<file path="src/rtl/map_ss_seq_pkg.sv">
// map_ss_seq_pkg
// Shared definitions for the mapper save-state sequencer: the FSM state
// encoding, default slot count and index slot, and a helper used to step
// the load slot counter past the read-only mapper index slot.
package map_ss_seq_pkg;

  // Sequencer states. IDLE must stay at zero so a cleared register is idle.
  typedef enum logic [2:0] {
    IDLE  = 3'd0,
    S_SET = 3'd1,
    S_WR  = 3'd2,
    L_CHK = 3'd3,
    L_RD  = 3'd4,
    L_SET = 3'd5,
    L_WR  = 3'd6,
    FIN   = 3'd7
  } state_t;

  localparam int SS_LEN_DEF = 128;
  localparam int SS_IDX_DEF = 127;

  // Slot counter is one bit wider than the 8-bit slot address so that a
  // 256-slot save can reach its final slot without wrapping to zero.
  localparam int SLOT_W = 9;

  // Returns s, or s+1 when s lands on the index slot. Computed at 10 bits
  // so that the step past slot 255 is still representable.
  function automatic logic [9:0] skip_idx(input logic [9:0] s,
                                          input logic [9:0] idx);
    return (s == idx) ? s + 10'd1 : s;
  endfunction

endpackage

</file>
<file path="src/rtl/map_ss_seq_mem_port.sv">
// ss_mem_port
// Owns the backing-memory request/acknowledge handshake for the sequencer.
//
// Handshake: a one-cycle go pulse captures req_we/req_addr/req_wdat and
// raises mem_req on the next edge. mem_req, mem_we, mem_addr and mem_wdat
// then hold steady until mem_ack is seen high while mem_req is high; that
// cycle is the transfer, fin is high for exactly that cycle, and mem_req
// drops on the following edge. mem_ack while mem_req is low is ignored.
// go must only be pulsed while no request is outstanding.
//
// Ports:
//   clk, rst                  clock, asynchronous active-high reset
//   go                        one-cycle request launch
//   req_we, req_addr, req_wdat  request attributes captured on go
//   mem_req, mem_we, mem_addr, mem_wdat  memory request outputs (registered)
//   mem_ack                   one-cycle acknowledge from memory
//   fin                       high in the accepted acknowledge cycle
module ss_mem_port (
  input  logic        clk,
  input  logic        rst,
  input  logic        go,
  input  logic        req_we,
  input  logic [15:0] req_addr,
  input  logic [7:0]  req_wdat,
  output logic        mem_req,
  output logic        mem_we,
  output logic [15:0] mem_addr,
  output logic [7:0]  mem_wdat,
  input  logic        mem_ack,
  output logic        fin
);

  assign fin = mem_req & mem_ack;

  always_ff @(posedge clk or posedge rst) begin
    if (rst) begin
      mem_req  <= 1'b0;
      mem_we   <= 1'b0;
      mem_addr <= 16'd0;
      mem_wdat <= 8'd0;
    end else if (go) begin
      mem_req  <= 1'b1;
      mem_we   <= req_we;
      mem_addr <= req_addr;
      mem_wdat <= req_wdat;
    end else if (fin) begin
      mem_req  <= 1'b0;
    end
  end

  a_no_go_while_busy: assert property (@(posedge clk) disable iff (rst)
    go |-> !mem_req);

endmodule

</file>
<file path="src/rtl/map_ss_seq.sv">
// map_ss_seq
// Mapper save-state sequencer. A save walks every mapper slot, reading the
// mapper register and writing it to backing memory at MEM_BASE + slot. A
// load first compares the stored mapper index (slot SS_IDX_ADDR) against
// the live mapper index; on a match it reads every other slot back from
// memory and writes it into the mapper, on a mismatch it raises err and
// stops without touching the mapper.
//
// Ports:
//   clk, rst               clock, asynchronous active-high reset
//   start_save, start_load one-cycle start pulses (save wins if both)
//   ss_act                 mapper save-state access active
//   ss_we, ss_addr, ss_wdat  mapper write strobe, slot index, write data
//   ss_rdat                mapper readback of ss_addr (combinational)
//   mem_req, mem_we, mem_addr, mem_wdat, mem_rdat, mem_ack  backing memory
//   busy                   sequence in progress
//   done                   one-cycle pulse on successful completion
//   err                    sticky index mismatch, cleared by the next start
module map_ss_seq
  import map_ss_seq_pkg::*;
#(
  parameter int          SS_LEN      = SS_LEN_DEF,
  parameter int          SS_IDX_ADDR = SS_IDX_DEF,
  parameter logic [15:0] MEM_BASE    = 16'h0000
) (
  input  logic        clk,
  input  logic        rst,
  input  logic        start_save,
  input  logic        start_load,
  output logic        ss_act,
  output logic        ss_we,
  output logic [7:0]  ss_addr,
  output logic [7:0]  ss_wdat,
  input  logic [7:0]  ss_rdat,
  output logic        mem_req,
  output logic        mem_we,
  output logic [15:0] mem_addr,
  output logic [7:0]  mem_wdat,
  input  logic [7:0]  mem_rdat,
  input  logic        mem_ack,
  output logic        busy,
  output logic        done,
  output logic        err
);

  localparam logic [SLOT_W-1:0] LAST  = SLOT_W'(SS_LEN - 1);
  localparam logic [SLOT_W-1:0] IDX9  = SLOT_W'(SS_IDX_ADDR);
  localparam logic [9:0]        IDX10 = 10'(SS_IDX_ADDR);
  localparam logic [9:0]        LEN10 = 10'(SS_LEN);

  // FSM state is kept as a typed signal so checkers can bind to it.
  state_t              state;
  logic [SLOT_W-1:0]   slot;
  logic                armed;   // set on the first edge after reset
  logic                go;      // one-cycle request launch to the port
  logic [7:0]          wdat_q;  // mapper readback captured in S_SET
  logic                fin;
  logic                req_we;
  logic [SLOT_W-1:0]   req_slot;
  logic [15:0]         req_addr;
  logic [9:0]          ld_first;
  logic [9:0]          ld_next;

  assign busy   = (state != IDLE);
  assign ss_act = busy;

  // The index check reads slot SS_IDX_ADDR; every other request uses the
  // slot counter. Address arithmetic wraps modulo 2^16.
  assign req_slot = (state == L_CHK) ? IDX9 : slot;
  assign req_addr = MEM_BASE + {7'd0, req_slot};
  assign req_we   = (state == S_WR);

  // Load never visits the index slot, so both the first slot and each
  // successor are stepped over it.
  assign ld_first = skip_idx(10'd0, IDX10);
  assign ld_next  = skip_idx({1'b0, slot} + 10'd1, IDX10);

  ss_mem_port u_port (
    .clk      (clk),
    .rst      (rst),
    .go       (go),
    .req_we   (req_we),
    .req_addr (req_addr),
    .req_wdat (wdat_q),
    .mem_req  (mem_req),
    .mem_we   (mem_we),
    .mem_addr (mem_addr),
    .mem_wdat (mem_wdat),
    .mem_ack  (mem_ack),
    .fin      (fin)
  );

  always_ff @(posedge clk or posedge rst) begin
    if (rst) begin
      state   <= IDLE;
      slot    <= '0;
      armed   <= 1'b0;
      go      <= 1'b0;
      wdat_q  <= 8'd0;
      ss_we   <= 1'b0;
      ss_addr <= 8'd0;
      ss_wdat <= 8'd0;
      done    <= 1'b0;
      err     <= 1'b0;
    end else begin
      armed <= 1'b1;
      go    <= 1'b0;
      done  <= 1'b0;
      ss_we <= 1'b0;
      case (state)
        IDLE: begin
          if (armed && start_save) begin
            err     <= 1'b0;
            slot    <= '0;
            ss_addr <= 8'd0;
            state   <= S_SET;
          end else if (armed && start_load) begin
            err     <= 1'b0;
            slot    <= '0;
            ss_addr <= IDX9[7:0];
            go      <= 1'b1;
            state   <= L_CHK;
          end
        end
        // ss_addr has been stable for this cycle; capture the readback.
        S_SET: begin
          wdat_q <= ss_rdat;
          go     <= 1'b1;
          state  <= S_WR;
        end
        S_WR: begin
          if (fin) begin
            if (slot == LAST) begin
              state <= FIN;
            end else begin
              slot    <= slot + 1'b1;
              ss_addr <= slot[7:0] + 8'd1;
              state   <= S_SET;
            end
          end
        end
        // ss_addr still points at the index slot, so ss_rdat is the live
        // mapper index to compare against the stored one.
        L_CHK: begin
          if (fin) begin
            if (mem_rdat != ss_rdat) begin
              err   <= 1'b1;
              state <= IDLE;
            end else begin
              slot  <= ld_first[SLOT_W-1:0];
              go    <= 1'b1;
              state <= L_RD;
            end
          end
        end
        L_RD: begin
          if (fin) begin
            ss_wdat <= mem_rdat;
            ss_addr <= slot[7:0];
            state   <= L_SET;
          end
        end
        L_SET: begin
          ss_we <= 1'b1;
          state <= L_WR;
        end
        L_WR: begin
          if (ld_next >= LEN10) begin
            state <= FIN;
          end else begin
            slot  <= ld_next[SLOT_W-1:0];
            go    <= 1'b1;
            state <= L_RD;
          end
        end
        // done rises as the FSM re-enters IDLE, so it never overlaps ss_act.
        FIN: begin
          done  <= 1'b1;
          state <= IDLE;
        end
        default: state <= IDLE;
      endcase
    end
  end

  a_no_req_idle_fin: assert property (@(posedge clk) disable iff (rst)
    (state == IDLE || state == FIN) |-> !mem_req);
  a_we_only_in_lwr: assert property (@(posedge clk) disable iff (rst)
    ss_we |-> (state == L_WR));
  a_done_not_act: assert property (@(posedge clk) disable iff (rst)
    done |-> !ss_act);

endmodule

</file>
<file path="config.mk">
export PLATFORM = sky130hd
export DESIGN_NAME = map_ss_seq
export DESIGN_NICKNAME = d
export VERILOG_FILES = /design/src/rtl/map_ss_seq_pkg.sv /design/src/rtl/map_ss_seq_mem_port.sv /design/src/rtl/map_ss_seq.sv
export SDC_FILE = /design/constraint.sdc
export NUM_CORES = 1
export LEC_CHECK = 0
export CORE_MARGIN = 2
export CORE_UTILIZATION = 45
export CTS_BUF_LIST = sky130_fd_sc_hd__clkbuf_8
export CTS_CLUSTER_SIZE = 12
export DETAILED_ROUTE_END_ITERATION = 10
export PLACE_DENSITY = 0.81
export SLEW_MARGIN = 30
export SYNTH_ARGS = -nofsm -noshare
export SYNTH_HDL_FRONTEND = slang
export SYNTH_SLANG_ARGS = --single-unit
</file>
<file path="constraint.sdc">
create_clock -name clk -period 5.5 [get_ports clk]
set_input_delay 1.1 -clock clk [delete_from_list [all_inputs] [get_ports clk]]
set_output_delay 1.1 -clock clk [all_outputs]
set_load 0.005 [all_outputs]
</file>
Word-level counts from Yosys, hierarchy flattened --
Index checks and enable logic that the tools add are counted.
Storage, ports and cells: bits in registers 60, bits in latches 0, bits in writable memories 0, bits in read-only memories 0, input bits 21, output and inout bits 47, word-level logic and storage cells 91, memories kept 0
Operators by class: $add $sub $neg 4, multiply operators 0, divide/modulo/power cells 0, $lt $le $gt $ge 1, equality and inequality tests 18, shifts and indexed selects 0, mux-type cells 40, bitwise logic cells 1, reduce and logical (&&, ||, !) cells 13
Operators by type and width (count):
- two-way mux 9 bit | 8
- two-way mux 8 bit | 5
- one-hot mux 9 bit (4 select lines) | 1
- one-hot mux 3 bit (8 select lines) | 1
- one-hot mux 8 bit (3 select lines) | 1
- two-way mux 3 bit | 7
- two-way mux 1 bit | 13
- == test 3 bit, second input constant | 4
- inequality test 2 bit, second input constant | 6
- adder 10 x 1 -> 10 bit, second input constant | 1
- adder 9 x 1 -> 10 bit, second input constant | 1
- == test 10 x 7 -> 1 bit, second input constant | 1
- greater-or-equal comparator 10 x 8 -> 1 bit, second input constant | 1
- two-way mux 10 bit | 1
- adder 9 x 1 -> 9 bit, second input constant | 1
- == test 9 x 7 -> 1 bit, second input constant | 1
- adder 8 x 1 -> 8 bit, second input constant | 1
- inequality test 8 bit | 1
- AND reduction 4 bit | 2
- AND reduction 7 bit | 1
- == test 3 x 2 -> 1 bit, second input constant | 2
- nonzero test 3 bit | 2
- AND reduction 5 bit | 1
- one-hot mux 1 bit (4 select lines) | 1
- 11 further kinds | 13

Depth between registers and ports, before layout --
Gate-level depths: netlist (run 1).
depth in word-level cells 6, mapped depth 10, depth with buffers taken out 8

Cells and area by module --
Synthesis (run 1) repeated with hierarchy kept, for this count alone.
Second synthesis, totals: cells, all modules 305, area, all modules 3414.5 µm²
By module, submodules not included:
- map_ss_seq | instances 1, cells each 247, area an instance 2338.5 µm², seq. area each 1026.0 µm²
- ss_mem_port | instances 1, cells each 58, area an instance 1076.0 µm², seq. area each 650.6 µm²

Worst setup path after synthesis (run 1) --
OpenSTA, ideal clock, no wires.
kind input to register, start input mem_ack, end register ss_addr[0], setup time 0.125 ns, arrival 2.376 ns, data required time 5.375 ns, slack 2.999 ns, cell stages on the path 5, buffers on the path 0, cell sequence nand2_1 a21oi_1 a31oi_1 nor4_1 mux2_2
Between the ends: word-level cells in the longest chain between the ends 3, elaborated cells on any way between the ends 4, those cells by class eq/ne: 2; bitwise: 1; reduce/logical: 1
RTL lines:
- start, declared | RTL line map_ss_seq.sv:40 | input logic mem_ack,
- AND 1 bit (*) | RTL line map_ss_seq_mem_port.sv:33 | assign fin = mem_req & mem_ack;
- inequality test 2 bit (no source line)
- AND reduction 5 bit (no source line) (*)
- end signal, assigned | RTL line map_ss_seq.sv:120 | ss_addr <= IDX9[7:0];
- end signal, assigned | RTL line map_ss_seq.sv:137 | ss_addr <= slot[7:0] + 8'd1;
- end signal, assigned | RTL line map_ss_seq.sv:159 | ss_addr <= slot[7:0];
- end, declared | RTL line map_ss_seq.sv:32 | output logic [7:0] ss_addr,
Mark *: on every way between the ends. The rest lies on a longest branch, timed or not. A chain may end at the register's enable or synchronous reset.

Worst setup path in the final report (run 1) --
start input ss_rdat[0], end register slot[8]
Between the ends: word-level cells in the longest chain between the ends 3
RTL lines:
- start, declared | RTL line map_ss_seq.sv:34 | input logic [7:0] ss_rdat,
- inequality test 8 bit | RTL line map_ss_seq.sv:146 | if (mem_rdat != ss_rdat) begin
- inequality test 2 bit (no source line)
- AND reduction 7 bit (no source line)
- end signal, assigned | RTL line map_ss_seq.sv:136 | slot <= slot + 1'b1;
- end signal, assigned | RTL line map_ss_seq.sv:150 | slot <= ld_first[SLOT_W-1:0];
- end signal, assigned | RTL line map_ss_seq.sv:171 | slot <= ld_next[SLOT_W-1:0];
- end, declared | RTL line map_ss_seq.sv:53 | logic [SLOT_W-1:0] slot;
Every way passes these cells.

==> results of run 1 <==
[layer usage]
metal | vias to the layer above | track usage [%] | share of wire (%)
met4 | 0 | 9.091 | 2.3
li1 | 1244 | - | -
met1 | 1248 | 32.61 | 48
met2 | 112 | 30.23 | 44
met5 | - | 0 | 0
met3 | 16 | 4.901 | 5.5
[state kept, by name, summed over array words and instances (netlist names)]
name / cells
armed: 1
done: 1
err: 1
go: 1
slot: 9
ss_addr: 8
ss_wdat: 8
ss_we: 1
state: 3
u_port.mem_addr: 9
u_port.mem_req: 1
u_port.mem_wdat: 8
u_port.mem_we: 1
wdat_q: 8
[kinds of logic after synthesis]
family / share of synthesized area [%]
simple gates: 15.77
compound gates: 16.80
flops: 47.43
buf+inv: 6.245
mux: 10.24
xor+xnor: 2.490
fa+ha+maj: 0.7904
other cells: 0.2372
[synth_stat cells, types with 2 or more instances]
| cell | number | area share (%) |
|---|---|---|
| a211o_1 | 2 | 0.55 |
| a211oi_1 | 5 | 1.2 |
| a21boi_0 | 2 | 0.47 |
| a21o_1 | 3 | 0.71 |
| a21oi_1 | 15 | 2.4 |
| a221oi_1 | 5 | 1.4 |
| a31oi_1 | 10 | 2.0 |
| a41oi_1 | 2 | 0.55 |
| and3_1 | 6 | 1.2 |
| buf_2 | 5 | 0.79 |
| buf_4 | 10 | 2.4 |
| clkbuf_1 | 13 | 1.5 |
| conb_1 | 2 | 0.24 |
| dfrtp_1 | 60 | 47 |
| ha_1 | 2 | 0.79 |
| inv_1 | 12 | 1.4 |
| mux2_2 | 27 | 9.6 |
| mux2i_1 | 2 | 0.63 |
| nand2_1 | 25 | 3.0 |
| nand2b_1 | 5 | 0.99 |
| nand3_1 | 6 | 0.95 |
| nand4_1 | 2 | 0.40 |
| nor2_1 | 33 | 3.9 |
| nor2b_1 | 3 | 0.59 |
| nor3_1 | 4 | 0.63 |
| nor4_1 | 3 | 0.59 |
| o211ai_1 | 3 | 0.71 |
| o21ai_0 | 12 | 1.9 |
| o22ai_1 | 3 | 0.59 |
| o2bb2ai_1 | 3 | 0.83 |
| o31ai_1 | 3 | 0.71 |
| o32ai_1 | 3 | 0.83 |
| or3b_2 | 2 | 0.55 |
| or4_1 | 2 | 0.47 |
| xnor2_1 | 8 | 2.2 |
[critical path: stages]
cell	delay, ps
clkdlybuf4s50_1	510
xnor2_1	130
nand4_1	140
nor2_1	240
o221ai_1	440
or2_4	420
o41ai_1	340
[cell usage in the layout (no fill, tap or decap), types with 9 or more instances in the layout]
cell type	Yosys	layout
clkbuf_8	0	9
a31oi_1	10	10
dfrtp_1	60	59
nand2_1	25	25
mux2_2	27	27
clkdlybuf4s50_1	0	60
nor2_1	33	33
a21oi_1	15	15
inv_1	12	14
o21ai_0	12	12
[final cells by class]
| cell class | instances | share of cell area [%] |
|---|---|---|
| Clock buffer | 9 | 3.105 |
| Clock inverter | 7 | 2.133 |
| Inverter | 12 | 1.129 |
| Multi-Input combinational cell | 226 | 37.70 |
| Sequential cell | 60 | 37.67 |
| Tap cell | 96 | 3.011 |
| Timing Repair Buffer | 61 | 15.24 |
[metrics by stage]
step	hold slack, ps	cells	util, %	cell area [sq um]	total power [W]
floorplan	475.0	327	-	3188	0.001288
global placement	480.9	455	55.49	3770	0.001661
detailed placement	494.7	455	55.62	3779	0.001691
CTS	510.4	471	58.69	3988	0.002119
global route	523.8	471	58.71	3989	0.002263
finish	506.6	471	58.71	3989	0.002106
[final timing paths]
| kind | start | to | slack, ps |
|---|---|---|---|
| worst min register to register | wdat_q[4] | wdat_q[4] | 510 |
| worst max register to register | slot[0] | slot[3] | 2500 |
| max in group asynchronous | rst | go | 3660 |
| worst max-delay path | ss_rdat[0] | slot[8] | 2400 |
| min in group asynchronous | rst | ss_wdat[4] | 1310 |
| worst min-delay path | wdat_q[4] | wdat_q[4] | 510 |
[power by group through the flow]
| stage | clock network (W) | logic [W] | registers, W |
|---|---|---|---|
| after global routing | 0.000454 | 0.00100 | 0.000807 |
| after detailed placement | 0 | 0.000905 | 0.000786 |
| after global placement | 0 | 0.000884 | 0.000777 |
| after CTS | 0.000430 | 0.000911 | 0.000778 |
| after floorplan | 0 | 0.000570 | 0.000718 |
| final | 0.000421 | 0.000907 | 0.000778 |
==> reports/results.ini, run 1 <==
[clock_network]
clock_path_buffers=2
htreeDepth=3
clk_pin_slew_ps=60
post_cts_buffers=0
cts_buffers=9
cts_root_buf=clkbuf_8
cts_resized=0
cts.sinks=60
tritoncts=done
cts_hold_buf=0
insertion_delay_ps=340

[sta]
finalSetupViolCount=0
tns_ps=0
hold_viol=0
post-route-min-period_ps=3101
finClkSkew_ps=8.130
relSlewSlack_pct=42.07
min_period_over_period_pct=56.39
maxSlewViolCount=0
rsz0062_at_grt=false
setup_ws_ps=2399
fmax_mhz=322.5
worst_pin_slew_ps=868.9

[routing]
viasPerCell=5.563
wl_um=7666
drt_first_pass_iters=5
vias=2620
post_drt_wl_per_cell_um=16.28
drt_iter0_markers=184
drc=0
final_antenna_net_count=0

[yosys]
synth_cells=321
syn-cell-area_sq_um=3166
yosysSeqAreaShare_pct=47.43
synth_flop_cell=dfrtp_1
synthArstFlopShare_pct=100.0
synth_edf_count=0
synth_cell_type_count=53
syn_area_per_cell_sq_um=9.861
synth_seq_cells=60
yosysWarnings=0

[global_routing]
first_global_vias=2499
grt_overflow=0
grt_max_degree=61
grt_use_total_pct=21.75
antenna_found_initial=0
grt_pass1_wl_um=12780

[placement]
io_buffers=60
dp.final_hpwl_um=5483
dp_slack_ps=2079
gp_congestion=0.9637

[finish]
layout.area.seq_sq_um=1503
syn_to_final_growth_pct=26.01
fill_cells=600
drive_gt1_share_pct=13.07
multi_input_area_sq_um=1504
antenna_cells=0
final_nets=393

[power]
ir_worst_vdd_mv=0.2229
seq_power_share_pct=37.0
p_clk_share_pct=20.0
power_density_nw_per_um2=528.1
switching_share_pct=34.97
switchingPower_w=0.0007365
leakage_nw=1.650
combinationalPowerShare_pct=43.1
p_int_w=0.001370

[job]
cap_violations=0

[floorplanning]
core_area_sq_um=6794
rows=30
die_h_um=87.87
io_pins=68
start_util_pct=46.59
die_w_um=87.87
dieArea_sq_um=7721

[critical_path]
critPathArrivalTime_ps=3320
cp.required_ps=5710
end_kind=flip-flop
path_max_fanout=11
ff2ff_path_depth=7
start_kind=input pin
path_class=in -> reg

[hold_path]
hold_path.class=reg -> reg
whs_path_depth=1

[run_status]
outcome=finished clean

Note: power is estimated with default switching activity, not from simulation.
==> run 2: changes to the inputs <==
Clock period 5.5 ns to 3.1 ns, I/O delays scaled along.
==> reports/results.ini, run 2 (synthesis results as in run 1) <==
[clock_network]
cts_resized=0  ; unchanged
clock_path_buffers=2  ; unchanged
post_cts_buffers=0  ; unchanged
cts.sinks=60  ; unchanged
htreeDepth=3  ; unchanged
insertion_delay_ps=330  ; about the same
cts_hold_buf=0  ; unchanged
cts_root_buf=clkbuf_8
clk_pin_slew_ps=70  ; about the same
cts_buffers=9  ; unchanged
tritoncts=done

[placement]
place_area_sq_um=3872  ; +2.5%
dp.cells=467  ; +2.6%
io_buffers=60  ; unchanged
dp.final_hpwl_um=5853  ; +6.7%
gp_congestion=0.9802  ; +1.7%

[sta]
min_period_over_period_pct=89.61
tns_ps=0  ; unchanged
hold_viol=0  ; unchanged
finClkSkew_ps=8.799  ; +0.6685 ps
maxSlewViolCount=0  ; unchanged
finalSetupViolCount=0  ; unchanged
fmax_mhz=360.0
worst_pin_slew_ps=771.8  ; -97.10 ps
post-route-min-period_ps=2778
rsz0062_at_grt=false
relSlewSlack_pct=48.36  ; +6.3 points

[finish]
layout_common_cells=dfrtp_1 (60), clkdlybuf4s50_1 (60), nor2_1 (33)
syn_to_final_growth_pct=28.74
drive_gt1_share_pct=16.02  ; +3.0 points
largestRegisters=slot x9, u_port.mem_addr x9
layout.area.seq_sq_um=1501  ; about the same
stdcell_area_sq_um=4075  ; +2.2%
multi_input_area_sq_um=1495  ; -0.58%
fill_cells=573  ; -4.5%
final_cell_count_no_fill=483  ; +2.5%
antenna_cells=0  ; unchanged
final_nets=405  ; +3.1%

[power]
switching_share_pct=35.35  ; +0.38 points
ir_worst_vdd_mv=0.4933  ; +120%
switchingPower_w=0.001337  ; +82%
p_clk_share_pct=18.6  ; -1.4 points
seq_power_share_pct=35.2  ; -1.8 points
combinationalPowerShare_pct=46.2  ; +3.1 points
leakage_nw=1.707  ; +3.4%
p_int_w=0.002445  ; +79%
power_density_nw_per_um2=928.2  ; +76%
power.total_w=0.003782  ; +80%

[critical_path]
path_max_fanout=9  ; -2
critPathArrivalTime_ps=2990  ; -330 ps
cp.required_ps=3320  ; -2390 ps
end_kind=flip-flop
path_class=reg -> reg
slowest_delay_ps=470  ; -40 ps
cpMaxStageDelayCell=dfrtp_1
worstPathCellList=ha_1 -> nand2b_1 -> or4_1 -> o311a_1 -> a211o_1 -> buf_4 -> or2_4 -> o41ai_1
start_kind=flip-flop

[global_routing]
grt_pass1_wl_um=13160  ; +3.0%
grt_overflow=0  ; unchanged
first_global_vias=2621  ; +4.9%
grt_max_degree=40  ; -34%
grt_use_total_pct=22.25  ; +0.50 points
antenna_found_initial=0  ; unchanged

[run_status]
outcome=finished clean

[floorplanning]
dieArea_sq_um=7721  ; unchanged
start_util_pct=46.59  ; unchanged
die_h_um=87.87  ; unchanged
rows=30  ; unchanged
die_w_um=87.87  ; unchanged
io_pins=68  ; unchanged
core_area_sq_um=6794  ; unchanged

[routing]
drc=0  ; unchanged
drt_first_pass_iters=5  ; unchanged
wl_met2_um=3664  ; +8.0%
wl_met3_um=495  ; +16%
wl_um=7936  ; +3.5%
vias=2685  ; +2.5%
viasPerCell=5.559  ; about the same
drt_iter0_markers=260  ; +41%
final_antenna_net_count=0  ; unchanged
top_layer=met4
post_drt_wl_per_cell_um=16.43  ; +0.95%
drt-met1-wl_um=3623  ; -1.4%

[job]
cap_violations=0  ; unchanged

[hold_path]
hold_path.class=reg -> reg

-- run 2: final timing paths --
kind / startpoint / endpoint / slack [ps] / cells past startpoint
setup / recovery: slot[1] / slot[8] / 320 / 8
hold / removal: u_port.mem_wdat[4] / u_port.mem_wdat[4] / 500 / 1
setup reg to reg: slot[1] / slot[8] / 320 / 8
hold reg to reg: u_port.mem_wdat[4] / u_port.mem_wdat[4] / 500 / 1
max in group asynchronous: rst / u_port.mem_addr[5] / 1910 / 3
min in group asynchronous: rst / u_port.mem_wdat[0] / 620 / 2
-- run 2: layout make-up --
class / count / share of cell area [%]
clock buffers: 11 / 3.715
clock inverters: 5 / 1.259
inverters: 12 / 1.105
multi-input cells: 226 / 36.69
flip-flops and latches: 60 / 36.84
well taps: 96 / 2.947
repair buffers: 73 / 17.44
-- run 2: worst max-delay path, delay by kind of cell, from the launching register on --
kind / cells / cell delay (ps)
AO/OA/AOI/OAI: 3 / 760
buffers and inverters: 1 / 190
AND/OR/NAND/NOR: 3 / 930
adder cells (fa/ha/maj): 1 / 310
flip-flops: 1 / 470
-- run 2: metrics by stage --
| step | setup WS [ps] | util [%] | hold slack [ps] |
|---|---|---|---|
| floorplan | 761.7 | - | 475.0 |
| global placement | 432.8 | 57.00 | 484.0 |
| detailed placement | 325.6 | 57.00 | 490.2 |
| CTS | 352.0 | 59.98 | 509.0 |
| global route | 151.2 | 59.98 | 523.5 |
| finish | 322.1 | 59.98 | 504.1 |
-- run 2: layer usage --
layer | global-route usage (%) | vias to the layer above
met4 | 9.371 | 0
met5 | 0 | -
met2 | 32.64 | 127
met1 | 31.75 | 1280
met3 | 5.184 | 14
li1 | - | 1264
-- run 2: power by group through the flow --
stage | registers (W) | logic, W | clock network, W
floorplan | 0.00127 | 0.00101 | 0
global placement | 0.00132 | 0.00169 | 0
detailed placement | 0.00134 | 0.00172 | 0
CTS | 0.00133 | 0.00174 | 0.000721
global route | 0.00137 | 0.00189 | 0.000759
finish | 0.00133 | 0.00175 | 0.000705
